### src/rtl/subword_scheduler.sv
// -----------------------------------------------------------------------------
// subword_scheduler
//
// Shares one multi-cycle dual-rail SubWord unit between two requesters
// (key expansion on port 0, round datapath on port 1). A job is accepted in
// IDLE, then runs one precharge (spacer) cycle, four evaluate cycles stepping
// the SubWord phase counter 0..3, and one capture cycle. The result is
// registered and reported one cycle later. The whole job takes 7 cycles from
// Ack to Res_Valid.
//
// Ports
//   Clk, Reset                    clock; synchronous active-high reset
//   ReqN_Valid, ReqN_Word_T/F     requester N pending flag and dual-rail operand
//   ReqN_Ack                      one-cycle accept pulse for requester N
//   Sw_Multi_Cycle_State          SubWord phase (0..3)
//   Sw_In_T / Sw_In_F             SubWord dual-rail input (all zero = spacer)
//   Sw_Flipflop_Ind               SubWord mode: 0 = precharge, 1 = evaluate
//   Sw_Out_T / Sw_Out_F           SubWord dual-rail output
//   Res_Valid, Res_Id             result strobe and owning requester
//   Res_Word_T / Res_Word_F       registered dual-rail result
//   Rail_Err                      sticky dual-rail check failure flag
// -----------------------------------------------------------------------------
module subword_scheduler #(
  parameter int WORD = 32
) (
  input  logic            Clk,
  input  logic            Reset,
  input  logic            Req0_Valid,
  input  logic [WORD-1:0] Req0_Word_T,
  input  logic [WORD-1:0] Req0_Word_F,
  input  logic            Req1_Valid,
  input  logic [WORD-1:0] Req1_Word_T,
  input  logic [WORD-1:0] Req1_Word_F,
  output logic            Req0_Ack,
  output logic            Req1_Ack,
  output logic [1:0]      Sw_Multi_Cycle_State,
  output logic [WORD-1:0] Sw_In_T,
  output logic [WORD-1:0] Sw_In_F,
  output logic            Sw_Flipflop_Ind,
  input  logic [WORD-1:0] Sw_Out_T,
  input  logic [WORD-1:0] Sw_Out_F,
  output logic            Res_Valid,
  output logic            Res_Id,
  output logic [WORD-1:0] Res_Word_T,
  output logic [WORD-1:0] Res_Word_F,
  output logic            Rail_Err
);

  typedef enum logic [1:0] {
    IDLE  = 2'd0,
    PRECH = 2'd1,
    EVAL  = 2'd2,
    CAPT  = 2'd3
  } state_t;

  // A valid dual-rail word has exactly one rail high on every bit.
  function automatic logic rail_ok(input logic [WORD-1:0] t, input logic [WORD-1:0] f);
    return ((t ^ f) == {WORD{1'b1}});
  endfunction

  state_t          state_r, state_s;
  logic [1:0]      cnt_r, cnt_s;
  logic            ptr_r, ptr_s;
  logic            win_r, win_s;
  logic [WORD-1:0] op_t_r, op_t_s;
  logic [WORD-1:0] op_f_r, op_f_s;
  logic            grant0_s, grant1_s;

  logic            sw_ffi_r, sw_ffi_s;
  logic [1:0]      sw_mcs_r, sw_mcs_s;
  logic [WORD-1:0] sw_t_r, sw_t_s;
  logic [WORD-1:0] sw_f_r, sw_f_s;

  logic            res_valid_r, res_valid_s;
  logic            res_id_r, res_id_s;
  logic [WORD-1:0] res_t_r, res_t_s;
  logic [WORD-1:0] res_f_r, res_f_s;
  logic            rail_err_r, rail_err_s;

  // Next-state, round-robin arbitration and operand capture.
  always_comb begin
    state_s  = state_r;
    cnt_s    = cnt_r;
    ptr_s    = ptr_r;
    win_s    = win_r;
    op_t_s   = op_t_r;
    op_f_s   = op_f_r;
    grant0_s = 1'b0;
    grant1_s = 1'b0;
    case (state_r)
      IDLE: begin
        if (Req0_Valid || Req1_Valid) begin
          // Under contention the requester that did not win last time goes first.
          if (Req0_Valid && Req1_Valid) begin
            win_s = ~ptr_r;
          end else begin
            win_s = Req1_Valid;
          end
          ptr_s    = win_s;
          grant0_s = ~win_s;
          grant1_s = win_s;
          if (win_s) begin
            op_t_s = Req1_Word_T;
            op_f_s = Req1_Word_F;
          end else begin
            op_t_s = Req0_Word_T;
            op_f_s = Req0_Word_F;
          end
          state_s = PRECH;
        end else begin
          state_s = IDLE;
        end
      end
      PRECH: begin
        state_s = EVAL;
        cnt_s   = 2'd0;
      end
      EVAL: begin
        // The counter stays at 3 through CAPT so the phase output holds there.
        if (cnt_r == 2'd3) begin
          state_s = CAPT;
        end else begin
          cnt_s = cnt_r + 2'd1;
        end
      end
      CAPT: begin
        state_s = IDLE;
        cnt_s   = 2'd0;
      end
      default: begin
        state_s = IDLE;
        cnt_s   = 2'd0;
      end
    endcase
  end

  // SubWord drive for the coming cycle plus result capture and rail check.
  always_comb begin
    sw_ffi_s    = 1'b0;
    sw_mcs_s    = 2'd0;
    sw_t_s      = {WORD{1'b0}};
    sw_f_s      = {WORD{1'b0}};
    res_valid_s = 1'b0;
    res_id_s    = res_id_r;
    res_t_s     = res_t_r;
    res_f_s     = res_f_r;
    rail_err_s  = rail_err_r;
    case (state_s)
      EVAL, CAPT: begin
        sw_ffi_s = 1'b1;
        sw_mcs_s = cnt_s;
        sw_t_s   = op_t_s;
        sw_f_s   = op_f_s;
      end
      default: begin
        // IDLE and PRECH present the all-zero spacer so no S-box toggles.
        sw_ffi_s = 1'b0;
      end
    endcase
    if (state_r == CAPT) begin
      res_valid_s = 1'b1;
      res_id_s    = win_r;
      res_t_s     = Sw_Out_T;
      res_f_s     = Sw_Out_F;
      if (!rail_ok(Sw_Out_T, Sw_Out_F)) begin
        rail_err_s = 1'b1;
      end else begin
        rail_err_s = rail_err_r;
      end
    end else begin
      res_valid_s = 1'b0;
    end
  end

  // Acks answer the requester in the same cycle; a Reset cycle never acks.
  always_comb begin
    Req0_Ack = 1'b0;
    Req1_Ack = 1'b0;
    if (!Reset) begin
      Req0_Ack = grant0_s;
      Req1_Ack = grant1_s;
    end else begin
      Req0_Ack = 1'b0;
      Req1_Ack = 1'b0;
    end
  end

  // State, operand, SubWord drive and result registers.
  always_ff @(posedge Clk) begin
    if (Reset) begin
      state_r     <= IDLE;
      cnt_r       <= 2'd0;
      ptr_r       <= 1'b1;
      win_r       <= 1'b0;
      op_t_r      <= {WORD{1'b0}};
      op_f_r      <= {WORD{1'b0}};
      sw_ffi_r    <= 1'b0;
      sw_mcs_r    <= 2'd0;
      sw_t_r      <= {WORD{1'b0}};
      sw_f_r      <= {WORD{1'b0}};
      res_valid_r <= 1'b0;
      res_id_r    <= 1'b0;
      res_t_r     <= {WORD{1'b0}};
      res_f_r     <= {WORD{1'b0}};
      rail_err_r  <= 1'b0;
    end else begin
      state_r     <= state_s;
      cnt_r       <= cnt_s;
      ptr_r       <= ptr_s;
      win_r       <= win_s;
      op_t_r      <= op_t_s;
      op_f_r      <= op_f_s;
      sw_ffi_r    <= sw_ffi_s;
      sw_mcs_r    <= sw_mcs_s;
      sw_t_r      <= sw_t_s;
      sw_f_r      <= sw_f_s;
      res_valid_r <= res_valid_s;
      res_id_r    <= res_id_s;
      res_t_r     <= res_t_s;
      res_f_r     <= res_f_s;
      rail_err_r  <= rail_err_s;
    end
  end

  assign Sw_Flipflop_Ind      = sw_ffi_r;
  assign Sw_Multi_Cycle_State = sw_mcs_r;
  assign Sw_In_T              = sw_t_r;
  assign Sw_In_F              = sw_f_r;
  assign Res_Valid            = res_valid_r;
  assign Res_Id               = res_id_r;
  assign Res_Word_T           = res_t_r;
  assign Res_Word_F           = res_f_r;
  assign Rail_Err             = rail_err_r;

endmodule

### config.mk
export PLATFORM = sky130hd
export DESIGN_NAME = subword_scheduler
export DESIGN_NICKNAME = d
export VERILOG_FILES = /design/src/rtl/subword_scheduler.sv
export SDC_FILE = /design/constraint.sdc
export NUM_CORES = 1
export LEC_CHECK = 0
export ABC_CLOCK_PERIOD_IN_PS = 1700
export BUFFER_PORTS_ARGS = -buffer_cell sky130_fd_sc_hd__buf_4
export CAP_MARGIN = 0
export CELL_PAD_IN_SITES_DETAIL_PLACEMENT = 0
export CELL_PAD_IN_SITES_GLOBAL_PLACEMENT = 1
export CORE_AREA = 2 2 152 154
export DETAILED_ROUTE_END_ITERATION = 6
export DIE_AREA = 0 0 154 156
export HOLD_SLACK_MARGIN = 0.08
export PLACE_DENSITY_LB_ADDON = 0.1
export SLEW_MARGIN = 15
export SYNTH_ARGS = -nofsm -noshare
export SYNTH_HDL_FRONTEND = slang
export SYNTH_SLANG_ARGS = --single-unit
### constraint.sdc
create_clock -name Clk -period 1.7 [get_ports Clk]
set_input_delay 0.085 -clock Clk [delete_from_list [all_inputs] [get_ports Clk]]
set_output_delay 0.085 -clock Clk [all_outputs]
set_load 0.01 [all_outputs]
==> results.sh, run 1 <==
export IMPL_finalPower_w=0.0129
export IMPL_num_io_pins=332
export IMPL_hpwl_um=15800
export IMPL_crit_fanout=30
export IMPL_hold_viol_final=0
export IMPL_status="finished, final reports clean"
export IMPL_r2r_slack_ps=90
export IMPL_vias_per_cell=4.43
export IMPL_worst_pin_slew_ps=296
export IMPL_routed_wirelength_um=24900
export IMPL_post_route_min_period_ps=1670
export IMPL_vdd_ir_drop_worst_mv=0.670
export IMPL_min_period_over_period=0.982
export IMPL_startpoint="state_r[0]"
export IMPL_critical_path_required_ps=1620
export IMPL_r2r_start="ptr_r"
export IMPL_grt_max_degree=54
export IMPL_drtIter0Drc=237
export IMPL_grt_pass1_wl_um=38100
export IMPL_grt_overflow_total=0
export IMPL_initial_core_util=0.333
export IMPL_drtAntennaViolNets=0
export IMPL_max_freq_ghz=0.599
export IMPL_leakage_nw=5.86
export IMPL_drive_gt1_frac=0.310
export IMPL_hp_class="in2reg"
export IMPL_slew_headroom=0.802
export IMPL_worstSetupPathType="reg2out"
export IMPL_synth_fp_nets=981
export IMPL_antenna_found_initial=0
export IMPL_first_pass_iters=4
export IMPL_wl_per_cell_um=15.5
export IMPL_cp_end_kind="output pin"
export IMPL_synthesis_area_mm2=0.00745
export IMPL_die_width_um=154
export IMPL_drc_errors=0
export IMPL_die_y_um=156
export IMPL_cts_clk_slew_worst_paths_ps=60
export IMPL_grt_use_total=0.197
export IMPL_clock_sinks=203
export IMPL_htree_levels=1
export IMPL_final_nets=1510
export IMPL_clock_latency_ps=510
export IMPL_reg2reg_to="op_t_r[18]"
export IMPL_start_kind="flop"
export IMPL_synth_seq_area_share=0.545
export IMPL_gp_congestion=0.717
export IMPL_syn_inst=781
export IMPL_synth_seq_cells=203
export IMPL_core_area_mm2=0.0224
export IMPL_port_buffers=331
export IMPL_dieArea_mm2=0.0240
export IMPL_n_antenna_cell=0
export IMPL_drv_cap=0
export IMPL_whs_ps=383
export IMPL_skew_ps=8.07
export IMPL_rows=55
export IMPL_cts_tree="yes"
export IMPL_cts_root_buf="clkbuf_16"
export IMPL_setup_viol=0
export IMPL_ys_types=26
export IMPL_crit_path_end="Req0_Ack"
export IMPL_power_density_mw_per_mm2=975
export IMPL_drv_slew=0
export IMPL_area_delta_synth_final_pct=77.4
export IMPL_worstRegToRegCells=7
export IMPL_critPathArrivalTime_ps=1580
export IMPL_rsz0062_at_grt="yes"
export IMPL_grt_pass1_vias=7204
export IMPL_numCtsBuffers=23
export IMPL_vias=7140
export IMPL_cts_buffer_depth=3
export IMPL_avgSynthCellArea_um2=9.54
export IMPL_yosys_warnings=0
[synthesized netlist by cell type]
| master | count | area (um2) |
|---|---|---|
| ha_1 | 4 | 50.1 |
| clkbuf_1 | 22 | 82.6 |
| nand3_1 | 1 | 5.00 |
| nor2_1 | 258 | 968 |
| xor2_1 | 32 | 280 |
| o21ai_0 | 2 | 10.0 |
| nor3_1 | 2 | 10.0 |
| a22o_1 | 1 | 8.76 |
| buf_1 | 6 | 22.5 |
| nor4_1 | 2 | 12.5 |
| and2_1 | 2 | 12.5 |
| buf_2 | 16 | 80.1 |
| a21oi_1 | 68 | 340 |
| a31o_2 | 1 | 8.76 |
| and3_1 | 2 | 12.5 |
| a21boi_2 | 1 | 11.3 |
| buf_6 | 5 | 56.3 |
| o211ai_1 | 1 | 7.51 |
| mux2i_1 | 129 | 1290 |
| nor2b_1 | 1 | 6.26 |
| nand4_1 | 8 | 50.1 |
| buf_4 | 2 | 15.0 |
| inv_1 | 6 | 22.5 |
| o21ai_1 | 1 | 5.00 |
| nand2_1 | 5 | 18.8 |
| dfxtp_1 | 203 | 4060 |
[critical path: stages (launching register included)]
cell     delay (ps)
dfxtp_1         310
inv_2           100
ha_4            170
o21ai_4          70
buf_12          160
nor3_4          130
buf_6           120
[flip-flops by register name, summed over array words and instances, names as in the netlist]
signal / count
Sw_In_T: 32
cnt_r: 2
state_r: 2
ptr_r: 1
Res_Id: 1
Rail_Err: 1
Res_Valid: 1
Res_Word_F: 32
Sw_Multi_Cycle_State: 2
op_f_r: 32
Sw_In_F: 32
op_t_r: 32
win_r: 1
Res_Word_T: 32
[cell type report]
class / count / area (um2)
repair buffers: 555 / 4840
clock buffers: 33 / 653
inverters: 6 / 22.5
multi-input cells: 521 / 3210
flip-flops and latches: 203 / 4060
clock inverters: 7 / 68.8
well taps: 285 / 357
fillers: 1973 / 9150
[where the power goes]
| group | leakage (nW) | internal (W) | switching (W) |
|---|---|---|---|
| logic | 3.86 | 0.00148 | 0.00136 |
| clock network | 0.350 | 0.00282 | 0.00195 |
| registers | 1.65 | 0.00515 | 0.000124 |
[routing by layer]
| metal | routed length [um] | up-vias | share of wire | global-route usage |
|---|---|---|---|---|
| li1 | - | 3610 | - | - |
| met5 | 0 | - | 0 | 0 |
| met3 | 1840 | 43 | 0.074 | 0.0558 |
| met2 | 12500 | 224 | 0.50 | 0.358 |
| met1 | 9920 | 3263 | 0.40 | 0.225 |
| met4 | 650 | 0 | 0.026 | 0.0587 |
[cell families after synthesis]
logic type | synth area share
DFF | 0.545
xor gates and xnor gates | 0.0376
and+or+nand+nor | 0.147
AOI/OAI and AO/OA | 0.0526
muxes | 0.173
buffers and inverters | 0.0374
adders and majority gates | 0.00672
[what timing repair did]
action | CTS | global route
endpoints found under the hold margin | 195 | 0
pin swaps | 1 | 1
hold buffers | 196 | 0
gates resized for setup | 5 | 14
endpoints found under the setup margin | 2 | 45
gates cloned | 1 | 1
setup buffers | 6 | 0
[through the flow]
step	setup TNS (ps)	worst slack, ps	area (um2)	cells	util
finish	0	31.2	13200	1610	0.591
detailed placement	0	88.3	10400	1366	0.463
global route	-57.0	-57.0	13200	1610	0.591
floorplan	0	148	7450	781	-
global placement	0	106	10400	1366	0.463
CTS	-18.4	-18.4	13100	1609	0.587
[placed cells by master, fill, tap and decap left out, drive strengths merged]
master       count
a21boi           1
o211ai           1
nand3            1
clkbuf          34
a31o             1
bufinv           1
clkinvlp         2
and3             2
a22o             1
nand4            8
clkinv           3
mux2i          129
dfxtp          203
dlygate4sd3    196
inv              7
o21ai            3
ha               4
nor2b            1
and2             2
nor3             2
buf            358
nor2           258
a21oi           68
nand2            5
xor2            32
nor4             2
[worst min path at each step]
stage	from	end	slack, ps	cells past startpoint
2_1_floorplan	Sw_Out_F[0]	Res_Word_F[0]	230	2
3_3_place_gp	Sw_Out_F[15]	Res_Word_F[15]	340	3
3_5_place_dp	Sw_Out_T[15]	Res_Word_T[15]	340	3
4_1_cts	Sw_Out_T[13]	Res_Word_T[13]	360	4
5_1_grt	Sw_Out_F[21]	Res_Word_F[21]	390	4
6_report	Sw_Out_F[22]	Res_Word_F[22]	380	4
(Power assumes the default switching activity.)
==> run 2: changes to the inputs <==
--- a/config.mk
+++ b/config.mk
@@ -10,9 +10,9 @@
 export CAP_MARGIN = 0
 export CELL_PAD_IN_SITES_DETAIL_PLACEMENT = 0
 export CELL_PAD_IN_SITES_GLOBAL_PLACEMENT = 1
-export CORE_AREA = 2 2 152 154
+export CORE_AREA = 2 2 213 110
 export DETAILED_ROUTE_END_ITERATION = 6
-export DIE_AREA = 0 0 154 156
+export DIE_AREA = 0 0 215 112
 export HOLD_SLACK_MARGIN = 0.08
 export PLACE_DENSITY_LB_ADDON = 0.1
 export SLEW_MARGIN = 15
==> run 2 against run 1 <==
Wire length is 5.9% higher. Critical path depth up 1. Maximum frequency up 0.41%. Die area is 0.23% higher. Sequential cell count unchanged.
==> results.sh, run 2 (synthesis results as in run 1) <==
export IMPL_routed_wirelength_um=26400
export IMPL_status="finished, final reports clean"
export IMPL_initial_core_util=0.333
export IMPL_critPathArrivalTime_ps=2030
export IMPL_leakage_nw=5.90
export IMPL_antenna_found_initial=0
export IMPL_cts_buffer_depth=3
export IMPL_cp_slowest_cell="dfxtp_2"
export IMPL_rows=39
export IMPL_hpwl_um=17500
export IMPL_clock_latency_ps=490
export IMPL_gp_congestion=0.798
export IMPL_path_buf_inv=2
export IMPL_worst_path_stages=7
export IMPL_power_density_mw_per_mm2=951
export IMPL_layout_commonest_cell="buf_4"
export IMPL_num_io_pins=332
export IMPL_hold_viol_final=0
export IMPL_grt_max_degree=47
export IMPL_worstSetupPathType="reg2reg"
export IMPL_dp_cells=1400
export IMPL_grt_use_total=0.215
export IMPL_whs_ps=379
export IMPL_cts_clk_slew_worst_paths_ps=70
export IMPL_cts_root_buf="clkbuf_16"
export IMPL_max_freq_ghz=0.602
export IMPL_skew_ps=6.70
export IMPL_worstRegToRegCells=7
export IMPL_reg2reg_to="op_t_r[16]"
export IMPL_instances_no_fill=1638
export IMPL_drive_gt1_frac=0.313
export IMPL_start_kind="flop"
export IMPL_slowest_delay_ps=340
export IMPL_die_width_um=215
export IMPL_setup_viol=0
export IMPL_critical_path_required_ps=2070
export IMPL_area_delta_synth_final_pct=77.8
export IMPL_hp_class="in2reg"
export IMPL_numCtsBuffers=20
export IMPL_crit_fanout=13
export IMPL_cts_tree="yes"
export IMPL_core_area_mm2=0.0223
export IMPL_post_route_min_period_ps=1660
export IMPL_wl_per_cell_um=16.1
export IMPL_drtAntennaViolNets=0
export IMPL_vias=7152
export IMPL_worst_pin_slew_ps=435
export IMPL_vdd_ir_drop_worst_mv=0.542
export IMPL_setup_slack_ps=38.0
export IMPL_crit_top_cell="nor2_1"
export IMPL_slew_headroom=0.709
export IMPL_crit_path_end="op_t_r[16]"
export IMPL_r2r_start="ptr_r"
export IMPL_port_buffers=331
export IMPL_min_period_over_period=0.978
export IMPL_drv_slew=0
export IMPL_startpoint="ptr_r"
export IMPL_clock_sinks=203
export IMPL_drtIter0Drc=358
export IMPL_dieArea_mm2=0.0241
export IMPL_first_pass_iters=4
export IMPL_cp_end_kind="flop"
export IMPL_htree_levels=1
export IMPL_vias_per_cell=4.37
export IMPL_die_y_um=112
export IMPL_n_antenna_cell=0
export IMPL_drc_errors=0
export IMPL_grt_overflow_total=0
export IMPL_drv_cap=0
export IMPL_final_nets=1519
export IMPL_dp_slack_ps=44.0
export IMPL_setup_tns_final_ps=0
export IMPL_rsz0062_at_grt="yes"
export IMPL_grt_pass1_wl_um=41100
export IMPL_path_delay_family="compound AO/OA/AOI/OAI gates"
export IMPL_grt_pass1_vias=7450
export IMPL_mostFrequentLayoutCells="buf_4, nor2_1, dfxtp_1"
export IMPL_crit_chain="a21boi_4 > buf_4 > clkbuf_16 > mux2i_1 > nor2_1 > a21oi_1 > nor2_1"
export IMPL_utilization=0.593
export IMPL_r2r_slack_ps=40
## run 2: worst min-delay path by stage
stage / startpoint / to / slack (ps) / cells past startpoint
after detailed placement: Sw_Out_T[12] / Res_Word_T[12] / 350 / 3
after global placement: Sw_Out_F[2] / Res_Word_F[2] / 340 / 3
after floorplan: Sw_Out_F[0] / Res_Word_F[0] / 230 / 2
after CTS: Sw_Out_T[30] / Res_Word_T[30] / 360 / 4
after global routing: Sw_Out_F[0] / Res_Word_F[0] / 390 / 4
final: Sw_Out_T[1] / Res_Word_T[1] / 380 / 4
## run 2: worst reg2reg max path, cell delays in order (launching register included)
cell and delay, ps:
dfxtp_2 340, a21boi_4 250, buf_4 190, clkbuf_16 190, mux2i_1 280, nor2_1 70, a21oi_1 160, nor2_1 60
## run 2: final cells by class
cell class / instances / area [um2]
clock buffers: 29 / 606
multi-input cells: 521 / 3190
inverters: 6 / 22.5
well taps: 307 / 384
fillers: 1996 / 9100
clock inverters: 5 / 33.8
repair buffers: 567 / 4950
flip-flops and latches: 203 / 4070
## run 2: routing by layer
metal  up-vias  share of wire  routed length, um  GRT usage
li1       3623              -                  -          -
met1      3299           0.49              12900      0.298
met2       191           0.43              11300      0.333
met3        39          0.064               1690     0.0642
met4         0          0.018                484     0.0460
met5         -              0                  0          0
## run 2: report_power, final
group | total (W) | switching [W] | internal (W)
Combinational | 0.00298 | 0.00142 | 0.00156
Clock | 0.00435 | 0.00187 | 0.00248
Sequential | 0.00528 | 0.000130 | 0.00515
## run 2: timing repair
action                                 4_1_cts  5_1_grt
pin swaps                                    2        2
endpoints found under the hold margin      195        0
resized for setup                            7        8
buffers inserted                             3        2
hold buffers                               196        0
setup endpoints to repair                    2       50
gates cloned                                 2        1
## run 2: metrics by stage
stage / instance area [um2] / power [W]
2_1_floorplan: 7450 / 0.00660
3_3_place_gp: 10500 / 0.00778
3_5_place_dp: 10500 / 0.00779
4_1_cts: 13200 / 0.0127
5_1_grt: 13300 / 0.0133
6_report: 13300 / 0.0126
==> run 3: changes to the inputs <==
--- a/config.mk
+++ b/config.mk
@@ -13,6 +13,7 @@
 export CORE_AREA = 2 2 213 110
 export DETAILED_ROUTE_END_ITERATION = 6
 export DIE_AREA = 0 0 215 112
+export GPL_TIMING_DRIVEN = 0
 export HOLD_SLACK_MARGIN = 0.08
 export PLACE_DENSITY_LB_ADDON = 0.1
 export SLEW_MARGIN = 15
==> run 3 against run 2 <==
The flow now finishes with violations (negative hold slack). Cell area rose by 0.60%. Power fell by 0.22%. Sequential share of layout area fell by 0.15 points. Final cell count rose by 1.3%. Die area did not move. Combinational power rose by 1%. Sequential power barely moved. Worst hold slack got worse by 440 ps.
==> results.sh, run 3 (synthesis results as in run 1) <==
export IMPL_final_nets=1540
export IMPL_dp_slack_ps=-445
export IMPL_cts_root_buf="clkbuf_16"
export IMPL_top_layer_used="met5"
export IMPL_initial_core_util=0.333
export IMPL_die_y_um=112
export IMPL_gp_congestion=0.812
export IMPL_cts_clk_slew_worst_paths_ps=60
export IMPL_p_comb_frac=0.240
export IMPL_grt_use_total=0.226
export IMPL_vdd_ir_drop_worst_mv=0.440
export IMPL_core_area_mm2=0.0223
export IMPL_grt_pass1_wl_um=42800
export IMPL_rsz0062_at_grt="yes"
export IMPL_met2_length_um=11700
export IMPL_clock_latency_ps=490
export IMPL_internal_power_w=0.00911
export IMPL_slew_headroom=0.536
export IMPL_skew_ps=5.74
export IMPL_dpl_cell_area_mm2=0.0103
export IMPL_status="finished with violations"
export IMPL_die_width_um=215
export IMPL_dieArea_mm2=0.0241
export IMPL_drc_errors=0
export IMPL_post_route_min_period_ps=1650
export IMPL_num_io_pins=332
export IMPL_rows=39
export IMPL_drv_cap=0
export IMPL_setup_slack_ps=48.2
export IMPL_drtAntennaViolNets=0
export IMPL_cts_tree="yes"
export IMPL_critical_path_required_ps=2130
export IMPL_critPathArrivalTime_ps=2090
export IMPL_grt_overflow_total=0
export IMPL_clock_sinks=203
export IMPL_layout_commonest_cell="buf_4"
export IMPL_worst_pin_slew_ps=696
export IMPL_vias=7403
export IMPL_drv_slew=0
export IMPL_cts_hold_buf=195
export IMPL_power_density_mw_per_mm2=944
export IMPL_wl_met1_um=13200
export IMPL_switchingPower_w=0.00347
export IMPL_worstSetupPathType="reg2reg"
export IMPL_n_antenna_cell=0
export IMPL_hpwl_um=18900
export IMPL_drtIter0Drc=391
export IMPL_cp_end_kind="flop"
export IMPL_seq_power_share=0.420
export IMPL_area_delta_synth_final_pct=78.9
export IMPL_wl_per_cell_um=16.6
export IMPL_grt_pass1_vias=7715
export IMPL_start_kind="flop"
export IMPL_port_buffers=330
export IMPL_whs_ps=-60.7
export IMPL_max_freq_ghz=0.605
export IMPL_grt_max_degree=15
export IMPL_routed_wirelength_um=27500
export IMPL_final_cell_area_mm2=0.0133
export IMPL_violations="negative hold slack"
export IMPL_met3_length_um=2060
export IMPL_crit_fanout=4
export IMPL_antenna_found_initial=1
export IMPL_vias_per_cell=4.46
export IMPL_drive_gt1_frac=0.328
export IMPL_cts_buffer_depth=3
export IMPL_swShare=0.276
export IMPL_htree_levels=1
export IMPL_min_period_over_period=0.972
export IMPL_mostFrequentLayoutCells="buf_4, nor2_1, dfxtp_1"
export IMPL_leakage_nw=5.90
export IMPL_first_pass_iters=4
export IMPL_hp_class="in2reg"
export IMPL_numCtsBuffers=20
export IMPL_p_clk_frac=0.340
export IMPL_hold_viol_final=3
export IMPL_setup_viol=0
-- run 3: worst paths after layout --
check / cells past startpoint / slack (ps) / startpoint / endpoint
max: 6 / 50 / state_r[1] / ptr_r
max reg2reg: 6 / 50 / state_r[1] / ptr_r
min reg2reg: 2 / 470 / op_f_r[28] / Sw_In_F[28]
min: 2 / -60 / Reset / cnt_r[0]
-- run 3: metrics by stage --
stage,total power (W),instances,setup TNS [ps],util
floorplan,0.00660,781,0,-
global placement,0.00773,1418,-47820,0.461
CTS,0.0126,1659,-108,0.590
global route,0.0132,1660,-13.2,0.597
detailed placement,0.00774,1418,-48700,0.461
finish,0.0126,1660,0,0.597
-- run 3: power groups by stage --
stage	clock network [W]	registers [W]	logic, W
final	0.00427	0.00529	0.00302
after floorplan	0	0.00545	0.00115
after CTS	0.00441	0.00528	0.00292
after global routing	0.00461	0.00532	0.00329
after detailed placement	0	0.00537	0.00236
after global placement	0	0.00537	0.00236
-- run 3: cell type report --
cell class	instances	area (um2)
Inverter	6	27.5
Fill cell	1970	9020
Timing Repair Buffer	539	4580
Clock inverter	4	20.0
Tap cell	307	384
Clock buffer	31	603
Sequential cell	203	4070
Buffer	49	348
Multi-Input combinational cell	521	3300
-- run 3: per-layer routing --
metal | global-route usage | vias up
li1 | - | 3678
met1 | 0.319 | 3470
met2 | 0.340 | 212
met3 | 0.0697 | 41
met4 | 0.0492 | 2
met5 | 0 | -
-- run 3: critical path, stage by stage (launching register included) --
cell and delay [ps]:
dfxtp_4 390, inv_4 50, ha_4 160, buf_4 140, and3_1 170, o21ai_1 130, dlygate4sd3_1 560
-- run 3: timing repair --
item,in CTS,in global routing
endpoints found under the hold margin,199,3
setup endpoints to repair,172,169
resized for setup,52,43
buffers inserted,11,2
gates cloned,0,1
pin swaps,3,4
